--- config.mk ---
export PLATFORM = sky130hd
export DESIGN_NAME = activity_window_tracker
export DESIGN_NICKNAME = d
export VERILOG_FILES = /design/src/rtl/activity_pkg.sv /design/src/rtl/edge_detect.sv /design/src/rtl/activity_window_tracker.sv
export SDC_FILE = /design/constraint.sdc
export NUM_CORES = 1
export LEC_CHECK = 0
export ABC_AREA = 1
export BUFFER_PORTS_ARGS = -buffer_cell sky130_fd_sc_hd__buf_4
export CORE_UTILIZATION = 61
export CTS_CLUSTER_DIAMETER = 100
export DETAILED_ROUTE_END_ITERATION = 7
export MAX_ROUTING_LAYER = met4
export PLACE_DENSITY = 0.84
export SYNTH_ARGS = -nofsm -noshare
export SYNTH_HDL_FRONTEND = slang
export SYNTH_HIERARCHICAL = 1
export SYNTH_SLANG_ARGS = --single-unit
--- constraint.sdc ---
create_clock -name CLK -period 3.7 [get_ports CLK]
set_input_delay 0.185 -clock CLK [delete_from_list [all_inputs] [get_ports CLK]]
set_output_delay 0.185 -clock CLK [all_outputs]
set_load 0.02 [all_outputs]
--- src/rtl/activity_pkg.sv ---
// Shared types and constants for the activity window tracker.
// Latency: n/a (declarations only).
// Backpressure: n/a.
package activity_pkg;

    // Width and default saturation value of the cumulative counters
    localparam int unsigned CNT_W           = 14;
    localparam int unsigned CNT_MAX_DEFAULT = 9999;

    // Width and saturation value of the per-window step counter
    localparam int unsigned WIN_W   = 8;
    localparam logic [WIN_W-1:0] WIN_SAT = 8'd255;

    // Activity state machine; prefixed so they do not collide with the ACTIVE port
    typedef enum logic {
        S_IDLE   = 1'b0,
        S_ACTIVE = 1'b1
    } state_t;

    // Saturating increment: hold at limit instead of wrapping
    function automatic logic [CNT_W-1:0] satInc(input logic [CNT_W-1:0] value,
                                                input logic [CNT_W-1:0] limit);
        return (value >= limit) ? value : value + CNT_W'(1);
    endfunction

endpackage

--- src/rtl/edge_detect.sv ---
// Single-bit edge detector: rising-only or any-edge, chosen by ANY_EDGE.
// Latency: pulse is combinational against the previous registered sample.
// Backpressure: none; the input is sampled every cycle.
module edge_detect #(
    parameter bit ANY_EDGE = 1'b0
) (
    input  logic CLK,
    input  logic RESET,
    input  logic level,
    output logic pulse
);

    logic levelQ;

    // History register of the input, cleared so detection restarts cleanly after reset
    always_ff @(posedge CLK) begin
        if (RESET) begin
            levelQ <= 1'b0;
        end else begin
            levelQ <= level;
        end
    end

    assign pulse = ANY_EDGE ? (level ^ levelQ) : (level & ~levelQ);

endmodule

--- src/rtl/activity_window_tracker.sv ---
// Counts steps, latches per-window counts, and tracks an IDLE/ACTIVE hysteresis state.
// Latency: all outputs update one cycle after the step or window-boundary edge.
// Backpressure: none; every step and boundary is accepted on the cycle it occurs.
module activity_window_tracker
    import activity_pkg::*;
#(
    parameter int unsigned STEP_THRESH = 2,
    parameter int unsigned ENTER_WIN   = 2,
    parameter int unsigned EXIT_WIN    = 3,
    parameter int unsigned MAX_COUNT   = CNT_MAX_DEFAULT
) (
    input  logic             CLK,
    input  logic             RESET,
    input  logic             STEP,
    input  logic             WINDOW_TICK,
    output logic [CNT_W-1:0] TOTAL_STEPS,
    output logic [WIN_W-1:0] WINDOW_STEPS,
    output logic [CNT_W-1:0] ACTIVE_SECS,
    output logic             ACTIVE,
    output logic             WINDOW_DONE
);

    localparam logic [CNT_W-1:0] CNT_LIMIT = CNT_W'(MAX_COUNT);

    logic             stepEdge;
    logic             boundary;
    logic [WIN_W-1:0] winCnt;
    logic [7:0]       runCnt;
    logic [7:0]       runNext;
    state_t           state;
    state_t           stateNext;
    logic             winActive;

    edge_detect #(.ANY_EDGE(1'b0)) uStepEdge (
        .CLK   (CLK),
        .RESET (RESET),
        .level (STEP),
        .pulse (stepEdge)
    );

    edge_detect #(.ANY_EDGE(1'b1)) uTickEdge (
        .CLK   (CLK),
        .RESET (RESET),
        .level (WINDOW_TICK),
        .pulse (boundary)
    );

    // Hysteresis: classify the closing window and decide the next state and run length
    always_comb begin
        winActive = (32'(winCnt) >= STEP_THRESH);
        stateNext = state;
        runNext   = runCnt;
        if (state == S_IDLE) begin
            if (winActive) begin
                if (32'(runCnt) + 32'd1 >= ENTER_WIN) begin
                    stateNext = S_ACTIVE;
                    runNext   = 8'd0;
                end else begin
                    runNext = runCnt + 8'd1;
                end
            end else begin
                runNext = 8'd0;
            end
        end else begin
            if (!winActive) begin
                if (32'(runCnt) + 32'd1 >= EXIT_WIN) begin
                    stateNext = S_IDLE;
                    runNext   = 8'd0;
                end else begin
                    runNext = runCnt + 8'd1;
                end
            end else begin
                runNext = 8'd0;
            end
        end
    end

    // Cumulative step count, saturating
    always_ff @(posedge CLK) begin
        if (RESET) begin
            TOTAL_STEPS <= '0;
        end else if (stepEdge) begin
            TOTAL_STEPS <= satInc(TOTAL_STEPS, CNT_LIMIT);
        end
    end

    // Per-window counter; a step coinciding with a boundary belongs to the new window
    always_ff @(posedge CLK) begin
        if (RESET) begin
            winCnt       <= '0;
            WINDOW_STEPS <= '0;
            WINDOW_DONE  <= 1'b0;
        end else begin
            WINDOW_DONE <= boundary;
            if (boundary) begin
                WINDOW_STEPS <= winCnt;
                winCnt       <= stepEdge ? WIN_W'(1) : '0;
            end else if (stepEdge && (winCnt != WIN_SAT)) begin
                winCnt <= winCnt + WIN_W'(1);
            end
        end
    end

    // State, run counter and active-window count advance only on window boundaries
    always_ff @(posedge CLK) begin
        if (RESET) begin
            state       <= S_IDLE;
            runCnt      <= 8'd0;
            ACTIVE      <= 1'b0;
            ACTIVE_SECS <= '0;
        end else if (boundary) begin
            state  <= stateNext;
            runCnt <= runNext;
            ACTIVE <= (stateNext == S_ACTIVE);
            if (state == S_ACTIVE) begin
                ACTIVE_SECS <= satInc(ACTIVE_SECS, CNT_LIMIT);
            end
        end
    end

endmodule

Yosys cells after proc, flatten, opt, wreduce, memory -nomap -nowiden
Cells that the tools add are included.
{"block": "totals", "word_cells": 42, "regBits": 56}
{"block": "op_classes", "n_addsub": 5, "muxes": 13, "n_lt_le_gt_ge": 5, "reduce_logical": 4, "bitwise_logic": 5, "eq_ne": 1}
{"op": "8-bit 2-to-1 mux", "n": 7}
{"op": "32-bit by 2-bit >= comparator with 1-bit output (second input constant)", "n": 1}
{"op": "14-bit by 1-bit adder with 14-bit output (second input constant)", "n": 2}
{"op": "14-bit >= comparator (second input constant)", "n": 2}
{"op": "8-bit by 1-bit adder with 8-bit output (second input constant)", "n": 2}
{"op": "8-bit by 1-bit adder with 9-bit output (second input constant)", "n": 1}
{"op": "9-bit by 2-bit >= comparator with 1-bit output (second input constant)", "n": 1}
{"op": "8-bit by 2-bit >= comparator with 1-bit output (second input constant)", "n": 1}
{"op": "8-bit inequality test (second input constant)", "n": 1}
{"op": "1-bit 2-to-1 mux", "n": 6}
{"op": "1-bit inverter", "n": 3}
{"op": "3-bit AND reduction", "n": 1}
{"op": "2-bit AND reduction", "n": 1}
{"op": "2-bit nonzero test", "n": 1}
{"op": "1-bit bitwise AND", "n": 1}
{"op": "1-bit logical AND", "n": 1}
{"op": "1-bit XOR", "n": 1}

Longest topological paths before layout
Gate-level depths: netlist (run 1).
{"block": "logic_depth", "word_depth": 5, "ltp_mapped": 11}

Modules after synthesis
The synthesis (run 1) kept the hierarchy.
{"mod": "activity_window_tracker", "area_per_inst_um2": 2857.7, "seq_area_each_um2": 1081.0, "cells_each": 421, "instances": 1}
{"mod": "edge_detect at uTickEdge", "area_per_inst_um2": 42.5, "seq_area_each_um2": 20.0, "cells_each": 7, "instances": 1}
{"mod": "edge_detect at uStepEdge", "area_per_inst_um2": 31.3, "seq_area_each_um2": 20.0, "cells_each": 4, "instances": 1}

Worst setup path before layout (run 1)
OpenSTA, ideal clock, no wires.
{"block": "synth_timing", "path_kind": "register to register", "start": "register TOTAL_STEPS[0]", "end": "register TOTAL_STEPS[10]", "arrival_ns": 1.522, "path_stages_with_launch": 12, "n_path_buf": 1, "required_time_ns": 3.566, "setup_slack_ns": 2.044, "period_less_slack_ns": 1.656, "cell_sequence": "dfxtp_1 ha_1 nand3_1 nand3_1 nand2_1 nand2_1 nand2_1 nand2_2 inv_2 buf_4 o21ai_1 a21oi_1"}
{"block": "synth_via", "elab_chain_len": 3}
{"element": "start, declared", "line": "activity_window_tracker.sv:16", "rtl": "output logic [CNT_W-1:0] TOTAL_STEPS,"}
{"element": "start signal, assigned", "line": "activity_window_tracker.sv:83", "rtl": "TOTAL_STEPS <= satInc(TOTAL_STEPS, CNT_LIMIT);"}
{"element": "14-bit >= comparator", "line": "activity_pkg.sv:23", "rtl": "return (value >= limit) ? value : value + CNT_W'(1);"}
{"element": "1-bit inverter (no line)"}
{"element": "2-bit AND reduction (no line)"}
Several ways; a longest one is shown, not always the timed one.
A chain may end at the register's enable or synchronous reset.

Final worst setup path (run 1)
{"block": "layout_timing", "start": "register TOTAL_STEPS[0]", "end": "register TOTAL_STEPS[4]"}
The elaborated chain is that of the path after synthesis.

==> impl_metrics.json, run 1 <==
{
  "status": "finished with violations",
  "violations": "DRC",
  "yosysTopAreaCell": "dfxtp_1",
  "gr-total-overflow": 0,
  "crit_path_end": "TOTAL_STEPS[4]",
  "ys_async_sr_fraction_pct": 0,
  "fmax_ghz": 0.519,
  "use_met2_pct": 46.7,
  "root_buffer": "clkbuf_8",
  "grt_pass1_vias": 2591,
  "cts_resized": 0,
  "pre_cts_slack_ps": 1800,
  "clkTransAtPathRegs_ps": 100,
  "setup_viol": 0,
  "start_util_pct": 65.5,
  "holdWs_ps": 112,
  "grtUsageMet1_pct": 34.5,
  "cts_tree": "yes",
  "area_growth_pct": 13.4,
  "arrival_ps": 2140,
  "leakage_uw": 0.00136,
  "period_share_pct": 52.1,
  "rsz0062_at_grt": "no",
  "rr_endpoint": "TOTAL_STEPS[4]",
  "timing.max_cap.violations": 0,
  "cts_buffers": 5,
  "ys_seq_area_share_pct": 38.2,
  "drt-total-wl_um": 6290,
  "grt_max_degree": 28,
  "post_cts_buffers": 0,
  "rows": 24,
  "grt_pass1_wl_um": 11200,
  "grt-busiest-layer": "met2",
  "worstSkewPairLatency_ps": 310,
  "met3_usage_pct": 4.22,
  "drive_gt1_share_pct": 14.9,
  "critical_path.max_stage_delay_ps": 370,
  "synth_edf_count": 0,
  "antenna_cells": 0,
  "synth_common_cells": "119 x nand2_1, 56 x dfxtp_1, 52 x inv_1",
  "htree_levels": 2,
  "antenna_found_initial": 0,
  "fillCellCount": 373,
  "wl_per_cell_um": 12.0,
  "cp_cell_sequence": "ha_1 -> nand3_1 -> nand3_1 -> nand2_1 -> nand2_1 -> nand2_1 -> nand2_2 -> inv_2 -> nand3_1 -> nor2_1 -> nor2_1",
  "syn-cell-area_mm2": 0.00293,
  "syn_nets": 443,
  "design_power_total_uw": 1010,
  "grt_usage_pct": 28.0,
  "nets": 482,
  "r2r_start": "TOTAL_STEPS[0]",
  "hold_violations": 0,
  "synthCells": 432,
  "dr.pass1.iters": 6,
  "ys.flop_type": "dfxtp_1",
  "place.port_buffers": 41,
  "viasPerCell": 5.29,
  "irDropWorstVdd_v": 0.000222,
  "tightest_slew_ps": 1010,
  "gp_congestion": 0.886,
  "antenna_left": 0,
  "cts_buffer_depth": 2,
  "reg2regPathDepth": 11,
  "syn_area_per_cell_um2": 6.79,
  "yosysMostFrequentCell": "nand2_1",
  "critPathCaptureType": "flip-flop",
  "synth.distinct_cells": 30,
  "cts_num_sinks": 56,
  "crit_required_ps": 3910,
  "slew_headroom_pct": 32.4,
  "r2r_setup_slack_ps": 1770,
  "hpwl_um": 4760,
  "vias": 2767,
  "start_kind": "flip-flop",
  "die_area_mm2": 0.00509,
  "ys.warnings.count": 6,
  "route.detailed.drc": 2,
  "fin_tns_setup_ps": 0,
  "power.density_mw_per_mm2": 303,
  "startpoint": "TOTAL_STEPS[0]",
  "hold_buffers": 0,
  "fp.coreArea_mm2": 0.00447,
  "die_h_um": 71.3,
  "hold_class": "input pin to flip-flop",
  "ys_seq_elements": 56,
  "layout_setup_ws_ps": 1770,
  "final_util_pct": 74.3,
  "fin_skew_ps": 5.51,
  "first_iter_violations": 148,
  "cp_max_fo": 14,
  "synth.area.top_cells": "dfxtp_1 38%, nand2_1 15%, inv_1 6.7%",
  "synth_top_area_share_pct": 38.2,
  "fin_crit_ps": 1930,
  "critical-path-slowest-cell": "dfxtp_1",
  "finalMaxSlewViolations": 0,
  "chipWidth_um": 71.3,
  "io_pins": 42,
  "crit_type": "flip-flop to flip-flop"
}
[layer usage]
layer  wire, µm  part of all wire (%)  vias to the layer above
li1           -                     -                     1453
met1       2990                    48                     1244
met2       2980                    47                       64
met3        247                   3.9                        6
met4         73                   1.2                        0
met5          0                     0                        -
[report_power, final]
group / switching, µW / total [µW] / internal, µW
Combinational: 46.4 / 67.3 / 20.8
Sequential: 6.95 / 617 / 610
Clock: 196 / 325 / 129
Total: 249 / 1010 / 759
[per-stage QoR]
stage | area (µm²) | cells
after floorplan | 2930 | 432
after global placement | 3240 | 516
after detailed placement | 3240 | 516
after CTS | 3320 | 523
after global routing | 3320 | 523
final | 3320 | 523
[critical path: cells and delay by family (launching register included)]
family / cells / cell delay (ps)
AND/OR/NAND/NOR: 9 / 960
flip-flops: 1 / 370
adder cells (fa/ha/maj): 1 / 270
buffers and inverters: 1 / 230
[sequential cells by signal, summed over array words and instances (netlist names)]
signal	cells
runCnt	8
winCnt	8
state	1
uStepEdge/levelQ	1
ACTIVE_SECS	14
WINDOW_STEPS	8
uTickEdge/levelQ	1
TOTAL_STEPS	14
WINDOW_DONE	1
[cell usage in the layout, fill, tap and decap left out, types with 2 or more instances in the layout]
master,instances
clkbuf_8,5
xnor2_1,5
nor3_1,13
nand2_2,2
dfxtp_1,56
o21ai_1,3
nor2_1,44
a21oi_1,28
nand2_1,119
ha_1,7
inv_1,52
nand3_1,29
nand4_1,8
o21ai_0,25
xor2_1,8
inv_2,5
a21oi_2,6
nor2_2,3
nand3_2,2
buf_4,41
[kinds of logic after synthesis]
group	Yosys count	share of synthesized area [%]
buf+inv	66	9.39
fa+ha+maj	7	2.99
xor+xnor	13	3.88
compound gates	64	11.9
flops	56	38.2
simple gates	226	33.6
[layout make-up]
cell class / instances / area, µm² / area share (%)
Tap cell: 52 / 65.1 / 1.96
Sequential cell: 56 / 1120 / 33.7
Inverter: 57 / 214 / 6.44
Multi-Input combinational cell: 310 / 1540 / 46.2
Clock buffer: 5 / 68.8 / 2.07
Clock inverter: 2 / 12.5 / 0.376
Timing Repair Buffer: 41 / 308 / 9.26
[how the worst min path moves through the flow]
| stage | startpoint | slack [ps] | depth (start not counted) | to |
|---|---|---|---|---|
| after floorplan | RESET | 260 | 1 | uStepEdge/levelQ |
| after global placement | WINDOW_TICK | 420 | 3 | uTickEdge/levelQ |
| after detailed placement | WINDOW_TICK | 440 | 3 | uTickEdge/levelQ |
| after CTS | WINDOW_TICK | 110 | 3 | uTickEdge/levelQ |
| after global routing | WINDOW_TICK | 120 | 3 | uTickEdge/levelQ |
| final | WINDOW_TICK | 110 | 3 | uTickEdge/levelQ |
(Power assumes the default switching activity.)
==> inputs of run 2 (changes only) <==
Settings changed: CORE_UTILIZATION 61 to 57, PLACE_DENSITY 0.84 to 0.79.
Clock period 3.7 ns to 1.8 ns, I/O delays scaled along.
==> impl_metrics.json, run 2 (synthesis gave the netlist of run 1 again) <==
{
  "status": "completed",
  "reg_top3": "ACTIVE_SECS: 14 flops, TOTAL_STEPS: 14 flops",
  "crit_family": "simple AND/OR/NAND/NOR gates",
  "leakage_uw": 0.00143,
  "power_switching_uw": 511,
  "tightest_slew_ps": 460,
  "route.detailed.drc": 0,
  "sw_frac_of_total_pct": 22.1,
  "slew_headroom_pct": 69.1,
  "maxUsedRoutingLayer": "met4",
  "wl_per_cell_um": 11.5,
  "gr-total-overflow": 0,
  "critPathCaptureType": "flip-flop",
  "final_util_pct": 71.5,
  "cp_cell_sequence": "ha_1 -> nand3_1 -> nand3_1 -> nand2_1 -> nand2_1 -> nand2_1 -> nand2_2 -> buf_4 -> o21ai_0 -> nand2_1 -> nor2_1",
  "clkTransAtPathRegs_ps": 100,
  "dr.pass1.iters": 5,
  "crit_buf_inv": 1,
  "start_kind": "flip-flop",
  "wl_met2_um": 3050,
  "final_common_cell": "nand2_1",
  "nets": 491,
  "power.density_mw_per_mm2": 666,
  "arrival_ps": 1870,
  "fin_skew_ps": 3.19,
  "cts_tree": "yes",
  "crit_type": "flip-flop to flip-flop",
  "rsz0062_at_grt": "no",
  "gp_congestion": 0.937,
  "root_buffer": "clkbuf_8",
  "cp_max_fo": 8,
  "start_util_pct": 60.5,
  "crit_required_ps": 2050,
  "drive_gt1_share_pct": 17.3,
  "io_pins": 42,
  "htree_levels": 2,
  "cts_buffer_depth": 2,
  "critical-path-slowest-cell": "dfxtp_2",
  "antenna_cells": 0,
  "viasPerCell": 5.23,
  "setup_viol": 0,
  "vias": 2865,
  "pwr-share-clk_pct": 38.6,
  "hold_violations": 0,
  "drt-total-wl_um": 6320,
  "pwr-share-comb_pct": 6.4,
  "grt_usage_pct": 25.5,
  "grt_pass1_vias": 2495,
  "area_growth_pct": 18.3,
  "cts_num_sinks": 56,
  "die_h_um": 73.7,
  "fp.coreArea_mm2": 0.00485,
  "antenna_found_initial": 0,
  "rows": 25,
  "critical_path.max_stage_delay_ps": 360,
  "cts_buffers": 5,
  "fin_crit_ps": 1620,
  "die_area_mm2": 0.00543,
  "worstSkewPairLatency_ps": 300,
  "hpwl_um": 4780,
  "wl_met1_um": 2970,
  "grt_pass1_wl_um": 10600,
  "wl_met3_um": 269,
  "period_share_pct": 90.1,
  "place.port_buffers": 41,
  "fmax_ghz": 0.616,
  "fin_tns_setup_ps": 0,
  "timing.max_cap.violations": 0,
  "cpMostUsedCell": "nand2_1",
  "hold_class": "input pin to flip-flop",
  "finalMaxSlewViolations": 0,
  "post_cts_buffers": 0,
  "layout_common_cells": "119 x nand2_1, 53 x dfxtp_1, 52 x inv_1",
  "antenna_left": 0,
  "pwr-share-seq_pct": 54.9,
  "first_iter_violations": 181,
  "internal_power_uw": 1800,
  "grt_max_degree": 28,
  "irDropWorstVdd_v": 0.000421,
  "chipWidth_um": 73.7
}
run 2: changes by cell type in the layout (fill, tap and decap cells not counted), sizes merged:
cell	previous run	this run
bufinv	0	1
clkinv	1	0
dlygate4sd3	0	1
clkinvlp	1	0
buf	41	49
clkbuf	5	7
run 2: cell type report:
| class | count | area (µm²) |
|---|---|---|
| multi-input combinational | 310 | 1540 |
| fill | 415 | 1380 |
| sequential | 56 | 1120 |
| timing repair buffer | 50 | 378 |
| inverter | 57 | 216 |
| clock buffer | 7 | 96.3 |
| tap | 67 | 83.8 |
| clock inverter | 1 | 30.0 |
run 2: per-stage QoR:
step	setup WS (ps)	total power [µW]	hold WS (ps)	instance area [µm²]	instances
floorplan	144	1400	162	2930	432
global placement	203	1440	307	3320	539
detailed placement	171	1440	317	3320	539
CTS	158	2330	13.5	3460	548
global route	2.73	2400	18.9	3470	548
finish	177	2310	13.7	3470	548
run 2: what timing repair did:
item	CTS	global route
setup endpoints to repair	0	5
resized for setup	0	5
endpoints found under the hold margin	1	0
hold buffers	1	0
run 2: power by group through the flow:
stage	sequential, µW	combinational [µW]	clock, µW
after CTS	1270	148	910
after global routing	1270	168	960
after global placement	1290	143	0
after floorplan	1300	93.7	0
final	1270	149	891
after detailed placement	1300	145	0
run 2: routing by layer:
metal	vias up	global-route usage, %
li1	1471	-
met1	1322	31.1
met2	70	43.6
met3	2	5.21
met4	0	5.13
met5	-	-
run 2: final timing paths:
check | start | end | slack (ps) | cells past startpoint
worst min register to register | WINDOW_STEPS[7] | WINDOW_STEPS[7] | 470 | 2
worst max-delay path | TOTAL_STEPS[0] | TOTAL_STEPS[6] | 180 | 11
worst min-delay path | WINDOW_TICK | uTickEdge/levelQ | 10 | 3
worst max register to register | TOTAL_STEPS[0] | TOTAL_STEPS[6] | 180 | 11
run 2: worst reg2reg max path: stages (launching register included):
cell and delay [ps]:
dfxtp_2 360, ha_1 210, nand3_1 130, nand3_1 80, nand2_1 60, nand2_1 40
nand2_1 60, nand2_2 120, buf_4 210, o21ai_0 150, nand2_1 70, nor2_1 80
==> inputs of run 3 (changes only) <==
Settings changed: CORE_UTILIZATION 57 to 59, CTS_BUF_LIST from default to sky130_fd_sc_hd__clkbuf_8, PLACE_DENSITY 0.79 to 0.82.
==> impl_metrics.json, run 3 (synthesis gave the netlist of run 1 again) <==
{
  "status": "completed",
  "slew_headroom_pct": 68.3,
  "viasPerCell": 5.27,
  "crit_buf_inv": 1,
  "clkTransAtPathRegs_ps": 100,
  "critPathCaptureType": "flip-flop",
  "fmax_ghz": 0.608,
  "fin_skew_ps": 10.8,
  "power.density_mw_per_mm2": 615,
  "area_growth_pct": 17.6,
  "gp_congestion": 0.947,
  "hold_class": "input pin to flip-flop",
  "period_share_pct": 91.4,
  "final_common_cell": "nand2_1",
  "finalMaxSlewViolations": 0,
  "nets": 492,
  "min_from": "STEP",
  "rsz0062_at_grt": "no",
  "antenna_cells": 0,
  "cts_buffer_depth": 2,
  "first_iter_violations": 188,
  "tightest_slew_ps": 471,
  "layout_common_cells": "119 x nand2_1, 54 x dfxtp_1, 52 x inv_1",
  "irDropWorstVdd_v": 0.000590,
  "setup_viol": 0,
  "grt_max_degree": 28,
  "cts_buffers": 5,
  "place.port_buffers": 41,
  "start_kind": "flip-flop",
  "fp.coreArea_mm2": 0.00475,
  "cts_tree": "yes",
  "cp_max_fo": 13,
  "leakage_uw": 0.00141,
  "route.detailed.drc": 0,
  "rows": 25,
  "cp_cell_sequence": "ha_1 -> nand3_1 -> nand3_1 -> nand2_1 -> nand2_1 -> nand2_1 -> nand2_4 -> inv_4 -> nand3_1 -> nor2_1 -> nor2_1",
  "io_pins": 42,
  "vias": 2892,
  "gr-total-overflow": 0,
  "hpwl_um": 4770,
  "die_area_mm2": 0.00525,
  "fin_tns_setup_ps": 0,
  "drive_gt1_share_pct": 17.2,
  "startpoint": "TOTAL_STEPS[0]",
  "grt_pass1_wl_um": 10600,
  "htree_levels": 2,
  "critical-path-slowest-cell": "dfxtp_2",
  "hold_violations": 0,
  "crit_type": "flip-flop to flip-flop",
  "antenna_found_initial": 0,
  "fin_crit_ps": 1650,
  "arrival_ps": 1860,
  "reg_top3": "ACTIVE_SECS: 14 flops, TOTAL_STEPS: 14 flops",
  "wl_per_cell_um": 11.8,
  "design_power_total_uw": 2120,
  "die_h_um": 72.5,
  "dr.pass1.iters": 5,
  "timing.max_cap.violations": 0,
  "chipWidth_um": 72.5,
  "grt_usage_pct": 26.1,
  "crit_family": "simple AND/OR/NAND/NOR gates",
  "grt_pass1_vias": 2514,
  "worstSkewPairLatency_ps": 310,
  "cts_num_sinks": 56,
  "crit_required_ps": 2010,
  "antenna_left": 0,
  "start_util_pct": 61.7,
  "r2r_start": "TOTAL_STEPS[0]",
  "root_buffer": "clkbuf_8",
  "drt-total-wl_um": 6500,
  "critical_path.max_stage_delay_ps": 360
}
run 3: cell types whose count changed in the layout (fill, tap and decap cells not counted), sizes merged:
| cell | delta |
|---|---|
| clkinv | +1 |
| bufinv | -1 |
| clkinvlp | +2 |
| clkbuf | -2 |
| buf | +1 |
run 3: area by class of cell:
class	count	area [µm²]
clock buffers	5	68.8
clock inverters	3	23.8
fillers	434	1310
inverters	57	219
multi-input cells	310	1540
flip-flops and latches	56	1120
well taps	67	83.8
repair buffers	51	385
run 3: per-stage QoR:
step	utilization, %	hold WS [ps]	setup slack, ps	std cells	instance area (µm²)
floorplan	-	162	144	432	2930
global placement	70.0	303	235	540	3330
detailed placement	70.0	325	111	540	3330
CTS	72.2	9.89	57.3	549	3430
global route	72.5	5.99	16.8	549	3450
finish	72.5	27.8	155	549	3450
run 3: worst reg2reg max path, cell delays in order, from the launching register on:
cell and delay (ps):
dfxtp_2 360, ha_1 210, nand3_1 130, nand3_1 80, nand2_1 70, nand2_1 60
nand2_1 100, nand2_4 100, inv_4 150, nand3_1 110, nor2_1 120, nor2_1 50
run 3: worst paths after layout:
check,to,slack [ps],depth (start not counted)
max,TOTAL_STEPS[4],150,11
min reg2reg,runCnt[4],460,2
min,uStepEdge/levelQ,30,3
max reg2reg,TOTAL_STEPS[4],150,11
run 3: routing by layer:
metal	GRT usage (%)	vias up	part of all wire, %
li1	-	1475	-
met1	31.5	1321	46
met2	43.7	81	47
met3	4.31	15	4.9
met4	9.80	0	1.7
met5	-	-	0
run 3: power breakdown:
part / leakage, µW / internal (µW) / switching, µW / total (µW)
clock: 0.0000404 / 277 / 421 / 697
sequential: 0.000453 / 1250 / 13.8 / 1270
combinational: 0.000915 / 51.5 / 102 / 153
total: 0.00141 / 1580 / 536 / 2120
run 3: repair_timing:
action                                  in CTS  in global routing
resized for setup                            0                  6
setup buffers                                0                  0
endpoints found under the hold margin        1                  0
hold buffers                                 1                  0
endpoints found under the setup margin       0                 15
